`src/rtl/rns_pkg.sv`:
```
// Shared constants and state encoding for the RNS modular-add scheduler.
// Residues are 6 bits wide; legal moduli lie in [MOD_MIN, MOD_MAX].
package rns_pkg;

  localparam int RNS_W   = 6;
  localparam int MOD_MIN = 2;
  localparam int MOD_MAX = 32;

  typedef enum logic [1:0] {
    IDLE = 2'd0,
    ADD  = 2'd1,
    RED  = 2'd2,
    DONE = 2'd3
  } state_t;

endpackage

```
`src/rtl/rns_modadd_sched_adder.sv`:
```
// 6-bit carry-lookahead adder shared by all RNS channels.
// Every carry is a flat generate/propagate product, not a ripple chain.
module Adder_6_BIT (
  input  logic [5:0] i_a,
  input  logic [5:0] i_b,
  output logic [5:0] o_sum,
  output logic       o_cout
);

  logic [5:0] w_g;
  logic [5:0] w_p;
  logic [6:0] w_c;
  logic       w_t;

  assign w_g = i_a & i_b;
  assign w_p = i_a ^ i_b;

  always_comb begin
    w_c = '0;
    w_t = 1'b0;
    for (int i = 0; i < 6; i++) begin
      w_c[i+1] = w_g[i];
      for (int j = 0; j < i; j++) begin
        w_t = w_g[j];
        for (int k = j + 1; k <= i; k++) begin
          w_t = w_t & w_p[k];
        end
        w_c[i+1] = w_c[i+1] | w_t;
      end
    end
  end

  assign o_sum  = w_p ^ w_c[5:0];
  assign o_cout = w_c[6];

endmodule

```
`src/rtl/rns_modadd_sched.sv`:
```
// Round-robin scheduler sharing one 6-bit adder among RNS channels.
// Each grant runs a+b, then a conditional subtract of m, then responds.
module rns_modadd_sched
  import rns_pkg::*;
#(
  parameter int N_REQ = 4,
  parameter int ID_W  = 2
) (
  input  logic                   clk,
  input  logic                   rst_n,
  input  logic [N_REQ-1:0]       req_valid,
  output logic [N_REQ-1:0]       req_ready,
  input  logic [RNS_W*N_REQ-1:0] req_a,
  input  logic [RNS_W*N_REQ-1:0] req_b,
  input  logic [RNS_W*N_REQ-1:0] req_m,
  output logic                   resp_valid,
  input  logic                   resp_ready,
  output logic [ID_W-1:0]        resp_id,
  output logic [RNS_W-1:0]       resp_result,
  output logic                   resp_err,
  output logic                   busy
);

  state_t           r_state;
  state_t           w_nxt;
  logic [ID_W-1:0]  r_ptr;
  logic [ID_W-1:0]  r_id;
  logic [RNS_W-1:0] r_a;
  logic [RNS_W-1:0] r_b;
  logic [RNS_W-1:0] r_m;
  logic [RNS_W-1:0] r_s;
  logic             r_err;

  logic             w_found;
  logic [ID_W-1:0]  w_gnt;
  logic [ID_W-1:0]  w_cand;
  logic [ID_W-1:0]  w_ptr_nxt;
  int               w_idx;
  logic [RNS_W-1:0] w_a;
  logic [RNS_W-1:0] w_b;
  logic [RNS_W-1:0] w_m;
  logic             w_err;
  logic [RNS_W-1:0] w_negm;
  logic [RNS_W-1:0] w_add_a;
  logic [RNS_W-1:0] w_add_b;
  logic [RNS_W-1:0] w_sum;
  logic             w_cout;

  // Walk from the highest offset down so the lowest offset from r_ptr wins.
  always_comb begin
    w_found = 1'b0;
    w_gnt   = '0;
    w_cand  = '0;
    w_idx   = 0;
    for (int k = N_REQ - 1; k >= 0; k--) begin
      w_idx = int'(r_ptr) + k;
      if (w_idx >= N_REQ) w_idx = w_idx - N_REQ;
      w_cand = ID_W'(w_idx);
      if (req_valid[w_cand]) begin
        w_found = 1'b1;
        w_gnt   = w_cand;
      end
    end
  end

  assign w_ptr_nxt = (int'(w_gnt) == N_REQ - 1) ? '0 : w_gnt + 1'b1;

  assign w_a = req_a[RNS_W*int'(w_gnt) +: RNS_W];
  assign w_b = req_b[RNS_W*int'(w_gnt) +: RNS_W];
  assign w_m = req_m[RNS_W*int'(w_gnt) +: RNS_W];

  assign w_err = (w_m < RNS_W'(MOD_MIN)) | (w_m > RNS_W'(MOD_MAX)) |
                 (w_a >= w_m) | (w_b >= w_m);

  assign w_negm = ~r_m + 6'd1;

  Adder_6_BIT u_add (
    .i_a    (w_add_a),
    .i_b    (w_add_b),
    .o_sum  (w_sum),
    .o_cout (w_cout)
  );

  always_ff @(posedge clk or negedge rst_n) begin
    if (!rst_n) r_state <= IDLE;
    else        r_state <= w_nxt;
  end

  always_comb begin
    w_nxt = r_state;
    unique case (r_state)
      IDLE:    if (w_found) w_nxt = ADD;
      ADD:     w_nxt = RED;
      RED:     w_nxt = DONE;
      DONE:    if (resp_ready) w_nxt = IDLE;
      default: w_nxt = IDLE;
    endcase
  end

  always_comb begin
    req_ready = '0;
    w_add_a   = '0;
    w_add_b   = '0;
    busy      = (r_state != IDLE);
    unique case (r_state)
      IDLE: if (w_found && rst_n) req_ready[w_gnt] = 1'b1;
      ADD: begin
        w_add_a = r_a;
        w_add_b = r_b;
      end
      RED: begin
        w_add_a = r_s;
        w_add_b = w_negm;
      end
      default: ;
    endcase
  end

  // Carry out of s + (64-m) is set exactly when s >= m.
  always_ff @(posedge clk or negedge rst_n) begin
    if (!rst_n) begin
      r_ptr       <= '0;
      r_id        <= '0;
      r_a         <= '0;
      r_b         <= '0;
      r_m         <= '0;
      r_s         <= '0;
      r_err       <= 1'b0;
      resp_valid  <= 1'b0;
      resp_id     <= '0;
      resp_result <= '0;
      resp_err    <= 1'b0;
    end else begin
      unique case (r_state)
        IDLE: if (w_found) begin
          r_a   <= w_a;
          r_b   <= w_b;
          r_m   <= w_m;
          r_id  <= w_gnt;
          r_err <= w_err;
          r_ptr <= w_ptr_nxt;
        end
        ADD: r_s <= w_sum;
        RED: begin
          resp_result <= r_err ? '0 : (w_cout ? w_sum : r_s);
          resp_err    <= r_err;
          resp_id     <= r_id;
          resp_valid  <= 1'b1;
        end
        DONE: if (resp_ready) resp_valid <= 1'b0;
        default: ;
      endcase
    end
  end

endmodule

```
`config.mk`:
```
export PLATFORM = sky130hd
export DESIGN_NAME = rns_modadd_sched
export DESIGN_NICKNAME = d
export VERILOG_FILES = /design/src/rtl/rns_pkg.sv /design/src/rtl/rns_modadd_sched_adder.sv /design/src/rtl/rns_modadd_sched.sv
export SDC_FILE = /design/constraint.sdc
export NUM_CORES = 1
export LEC_CHECK = 0
export CAP_MARGIN = 20
export CORE_ASPECT_RATIO = 0.75
export CORE_MARGIN = 2
export CORE_UTILIZATION = 50
export CTS_CLUSTER_SIZE = 25
export DETAILED_ROUTE_END_ITERATION = 16
export HOLD_SLACK_MARGIN = 0.15
export PLACE_DENSITY_LB_ADDON = 0.3
export SLEW_MARGIN = 20
export SYNTH_ARGS = -nofsm -noshare
export SYNTH_HDL_FRONTEND = slang
export SYNTH_SLANG_ARGS = --single-unit
```
`constraint.sdc`:
```
create_clock -name clk -period 8.7 [get_ports clk]
set_input_delay 1.305 -clock clk [delete_from_list [all_inputs] [get_ports clk]]
set_output_delay 1.305 -clock clk [all_outputs]
set_load 0.01 [all_outputs]
```
# ---- Word level (Yosys, flattened, before mapping)
# Index checks and enable logic that the tools add are counted.
dict set report totals {
  reg_bits 41
  output_inout_bits 15
  wordCells 124
  inputBits 79
}
dict set report classes {
  mux 34
  reduce_logical 8
  multipliers 1
  shifts 3
  add_sub_neg 9
  n_eq_ne 6
  order_cmp 14
  n_bitwise 37
}
# operator n
set op_table {}
lappend op_table {{$shiftx 24x32->6} 2}
lappend op_table {{$pmux 6 s2} 2}
lappend op_table {{$shiftx 24x6->6} 1}
lappend op_table {{$mux 2} 11}
lappend op_table {{$or 1x1->1} 18}
lappend op_table {{$and 1x1->1} 15}
lappend op_table {{$lt 2x3->1 const B} 5}
lappend op_table {{$ge 6x6->1} 2}
lappend op_table {{$mux 6} 2}
lappend op_table {{$xor 6x6->6} 2}
lappend op_table {{$mux 1} 10}
lappend op_table {{$ge 3x3->1 const B} 3}
lappend op_table {{$bmux 1 s2} 4}
lappend op_table {{$mux 4} 2}
lappend op_table {{$pmux 2 s4} 1}
lappend op_table {{$sub 2x1->2 const B} 4}
lappend op_table {{$add 2x2->3 const B} 2}
lappend op_table {{$add 6x1->6 const B} 1}
lappend op_table {{$and 6x6->6} 1}
lappend op_table {{$gt 6x6->1 const B} 1}
lappend op_table {{$lt 6x2->1 const B} 1}
lappend op_table {{$not 6->6} 1}
lappend op_table {{$reduce_and 2->1} 3}
lappend op_table {{$eq 2x1->1 const B} 2}
lappend op_table {{other kinds (12)} 16}

# ---- Logic depth before layout (Yosys ltp)
dict set report depth {
  word_depth 16
  depth_mapped 17
  depth_no_buf 14
}

# ---- Cells and area by module
# Synthesis repeated with hierarchy kept, for this count alone.
dict set report hier_totals {
  cells_unflattened 338
  area_unflattened_um2 3116.7
}
# module area_per_inst_um2 cells_each n_inst seq_area_each_um2
set by_module_without_submodules {}
lappend by_module_without_submodules {rns_modadd_sched 2905.3 317 1 1026.0}
lappend by_module_without_submodules {Adder_6_BIT 211.5 21 1 0.0}

# ---- Worst setup path after synthesis
# Ideal clock, no wire load.
dict set report synth_path {
  kind {in2out}
  from {input port req_valid[2]}
  to {output port req_ready[0]}
  required_ns 7.395
  path_buffers 2
  slack_ns 4.366
  path_stages 8
  arrival_ns 3.029
  path_cell_list {nor2b_1 > a21o_1 > a211oi_4 > clkbuf_1 > buf_2 > inv_1 > ha_1 > and3_1}
}
dict set report synth_via {
  elab_chain_len 12
  word_cells_on_any_way 24
  cone_classes {order compare (2); mux (20); reduce/logical (2)}
}
# element line_no
set synth_rtl {}
lappend synth_rtl {{from (decl)} rns_modadd_sched.sv:11} ;# input logic [N_REQ-1:0] req_valid,
lappend synth_rtl {{$bmux 1 s2} rns_modadd_sched.sv:59} ;# if (req_valid[w_cand]) begin
lappend synth_rtl {{$mux 1 (implied by the code)} rns_modadd_sched.sv:59}
lappend synth_rtl {{$mux 2 (3 in a row)} rns_modadd_sched.sv:59}
lappend synth_rtl {{$mux 2 *} rns_modadd_sched.sv:59}
lappend synth_rtl {{via w_gnt[0]} rns_modadd_sched.sv:35} ;# logic [ID_W-1:0] w_gnt;
lappend synth_rtl {{$lt 2x3->1 (implied by the code) or $ge 2x1->1 (tied branches)} rns_modadd_sched.sv:106} ;# IDLE: if (w_found && rst_n) req_ready[w_gnt] = 1'b1;
lappend synth_rtl {{$logic_and 1x1->1 (implied by the code)} rns_modadd_sched.sv:106}
lappend synth_rtl {{$mux 1 (implied by the code)} rns_modadd_sched.sv:106}
lappend synth_rtl {{$demux 1 s2 *} rns_modadd_sched.sv:106}
lappend synth_rtl {{$mux 4 *} rns_modadd_sched.sv:106}
lappend synth_rtl {{$mux 4 *} rns_modadd_sched.sv:105} ;# unique case (r_state)
lappend synth_rtl {{to (decl)} rns_modadd_sched.sv:12} ;# output logic [N_REQ-1:0] req_ready,
# Mark *: on every way through the listed nets, which the timed path passes. The rest lies on a longest branch. The select of a mux whose other input is x is not followed.

# ---- Worst setup path after layout
dict set report layout_path {
  from {input port req_valid[1]}
  to {output port req_ready[1]}
}
dict set report layout_via {
  elab_chain_len 12
  word_cells_on_any_way 24
  cone_classes {order compare (2); mux (20); reduce/logical (2)}
}
# element line_no
set layout_rtl {}
lappend layout_rtl {{$bmux 1 s2} rns_modadd_sched.sv:59}
lappend layout_rtl {{$mux 1 (implied by the code)} rns_modadd_sched.sv:59}
lappend layout_rtl {{$mux 2 (4 in a row)} rns_modadd_sched.sv:59}
lappend layout_rtl {{$lt 2x3->1 (implied by the code) or $ge 2x1->1 (tied branches)} rns_modadd_sched.sv:106}
lappend layout_rtl {{$logic_and 1x1->1 (implied by the code)} rns_modadd_sched.sv:106}
lappend layout_rtl {{$mux 1 (implied by the code)} rns_modadd_sched.sv:106}
lappend layout_rtl {{$demux 1 s2} rns_modadd_sched.sv:106}
lappend layout_rtl {{$mux 4 *} rns_modadd_sched.sv:106}
lappend layout_rtl {{$mux 4 *} rns_modadd_sched.sv:105}
# Mark *: on every way between the ends. The rest lies on a longest branch, timed or not. The select of a mux whose other input is x is not followed.

==> impl_metrics.json <==
{
  "post-route-util_pct": 70.51,
  "crit_path_max_incr_delay_ps": 720,
  "path_clk_slew_ps": 80,
  "cp_cell_sequence": "clkdlybuf4s50_1 > nand2b_1 > a21oi_1 > o32a_2 > inv_1 > ha_1 > and3_1 > clkdlybuf4s50_1",
  "dpl_cell_area_um2": 4046,
  "cts_buffers": 5,
  "drc_errors": 0,
  "drive_above_1_share_pct": 7.243,
  "critPathBufInv": 3,
  "layout.nets": 536,
  "ys_warn_count": 0,
  "min_period_ps": 5516,
  "htreeDepth": 2,
  "grt_max_degree": 46,
  "hold_violations": 0,
  "diodes": 0,
  "fmax_mhz": 181.3,
  "tns_ps": 0,
  "cts_tree": "yes",
  "path_class": "primary input to output port",
  "pre_cts_slack_ps": 3174,
  "setup_viol": 0,
  "stdcell_count": 506,
  "yosys-top-cells-area": "dfrtp_1 33%, ha_1 12%, mux2i_1 9.4%, mux2_2 6.2%, nand2_1 6.1%",
  "peakVddDrop_v": 0.0001569,
  "port_buffers": 93,
  "synth_area_um2": 3094,
  "fill_cells": 458,
  "tightest_slew_ps": 989.8,
  "clock_skew_ps": 5.876,
  "endpoint_kind": "output port",
  "worst_path_most_repeated_cell": "clkdlybuf4s50_1",
  "maxCapViolCount": 0,
  "hold_buffers": 0,
  "ys.flop_type": "dfrtp_1",
  "rsz0062_at_grt": "false",
  "fp-row-count": 24,
  "ys_seq_area_share_pct": 33.16,
  "wl_per_cell_um": 14.68,
  "die_w_um": 94.84,
  "drt-total-wl_um": 7428,
  "ctsResizeCount": 0,
  "synth_most_common_cell": "nand2_1",
  "synth_seq_cells": 41,
  "critical_path.top_delay_family": "buffers and inverters",
  "start_kind": "primary input",
  "avgSynthCellArea_um2": 8.969,
  "firstDrtPassIters": 5,
  "setup_ws_ps": 3184,
  "place_inst": 498,
  "clk_latency_ps": 300,
  "gr-usage-all-layers_pct": 23.43,
  "antenna_left": 0,
  "status": "finished, final reports clean",
  "dieArea_um2": 6840,
  "grt_pass1_wl_um": 12650,
  "dr_total_vias": 2744,
  "crit_required_ps": 7390,
  "antenna_found_initial": 0,
  "power_density_nw_per_um2": 297.7,
  "p_leak_uw": 0.001868,
  "cpMaxStageDelayCell": "o32a_2",
  "crit_fanout": 37,
  "min_path_type": "flop to flop",
  "stdcell_area_um2": 4150,
  "place_hpwl_um": 5674,
  "clockRootBuffer": "clkbuf_8",
  "grt_pass1_vias": 2902,
  "vias_per_cell": 5.423,
  "relSlewSlack_pct": 34.01,
  "synthCells": 345,
  "ys_types": 36,
  "synth_edf_count": 0,
  "area_delta_synth_final_pct": 34.13,
  "synth_common_cells": "50 x nand2_1, 41 x dfrtp_1, 29 x ha_1, 29 x mux2i_1, 20 x a21oi_1",
  "drt_iter0_markers": 94,
  "core_area_um2": 5886,
  "cts.sinks": 41,
  "io_pins": 94,
  "initial_core_util_pct": 52.57,
  "die_h_um": 72.13,
  "synthesis.nets": 454,
  "slew_violations": 0,
  "overflow": 0,
  "cts_buffer_depth": 2,
  "crit_arrival_ps": 4210,
  "yosysTopAreaCell": "dfrtp_1",
  "period_share_pct": 63.41,
  "post_cts_buffers": 0,
  "place.gp.congestion": 0.8429,
  "ys_async_sr_fraction_pct": 100.0,
  "synth_top_area_share_pct": 33.16
}
[report_power, final]
part           switching, uW  internal, uW  leakage [uW]  total, uW
combinational            406           354       0.00131        760
sequential              56.5           276      0.000506        332
clock                   71.0          71.8     0.0000542        143
[registers in the layout (all words and copies together) (netlist names)]
name	cells
r_a	6
r_b	6
r_err	1
r_id	2
r_m	6
r_ptr	2
r_s	6
r_state	2
resp_err	1
resp_id	2
resp_result	6
resp_valid	1
[logic make-up after synthesis]
kind of cell / share of synthesized area, %
DFF: 33.16
and+or+nand+nor: 16.22
xor gates and xnor gates: 1.416
muxes: 15.57
AOI/OAI and AO/OA: 16.38
buffers and inverters: 4.893
adders and majority gates: 12.37
[worst paths after layout]
path                            slack (ps)                    endpoint  depth (start not counted)                 start
worst max-delay path                  3180                req_ready[1]                          8          req_valid[1]
worst min-delay path                   480          r_a[4]$_DFFE_PN0P_                          2    r_a[4]$_DFFE_PN0P_
worst max register to register        4910           r_err$_DFFE_PN0P_                         12  r_ptr[0]$_DFFE_PN0P_
worst min register to register         480          r_a[4]$_DFFE_PN0P_                          2    r_a[4]$_DFFE_PN0P_
max in group asynchronous             6950  resp_result[3]$_DFFE_PN0N_                          1                 rst_n
min in group asynchronous             1160        r_ptr[1]$_DFFE_PN0P_                          1                 rst_n
[cell usage in the layout (no fill, tap or decap), drive strengths merged, types with 10 or more instances in the layout]
master | Yosys | final
nor2b | 13 | 13
nor2 | 15 | 15
clkdlybuf4s50 | 0 | 92
dfrtp | 41 | 41
ha | 29 | 29
nand2 | 50 | 50
mux2i | 29 | 29
mux2 | 17 | 17
a21oi | 20 | 20
a211oi | 11 | 11
a22oi | 10 | 10
and2 | 12 | 12
inv | 19 | 19
o21ai | 17 | 17
[metrics by stage]
stage                     total power [uW]  hold WS [ps]
final                                 1235         480.7
after global routing                  1363         491.7
after CTS                             1238         484.1
after detailed placement              1093         464.2
after global placement                1061         461.9
after floorplan                      887.0         444.4
[worst min-delay path, delay by kind of cell, from the launching register on]
family	cells	cell delay, ps
simple gates	2	110
flops	1	350
[final cells by class]
cell class                      instances  area, um^2  area share [%]
Clock inverter                          1       5.005          0.1206
Clock buffer                            7       96.34           2.321
Sequential cell                        41        1026           24.72
Multi-Input combinational cell        266        1921           46.28
Tap cell                               78       97.59           2.352
Inverter                               19       71.32           1.718
Timing Repair Buffer                   94       933.4           22.49
[layer usage]
metal,share of wire (%),track usage [%]
met5,0,0
met4,2.1,8.213
met3,5.0,4.984
met2,48,40.82
met1,45,28.92
No activity file was read; power rests on OpenSTA's default activity.
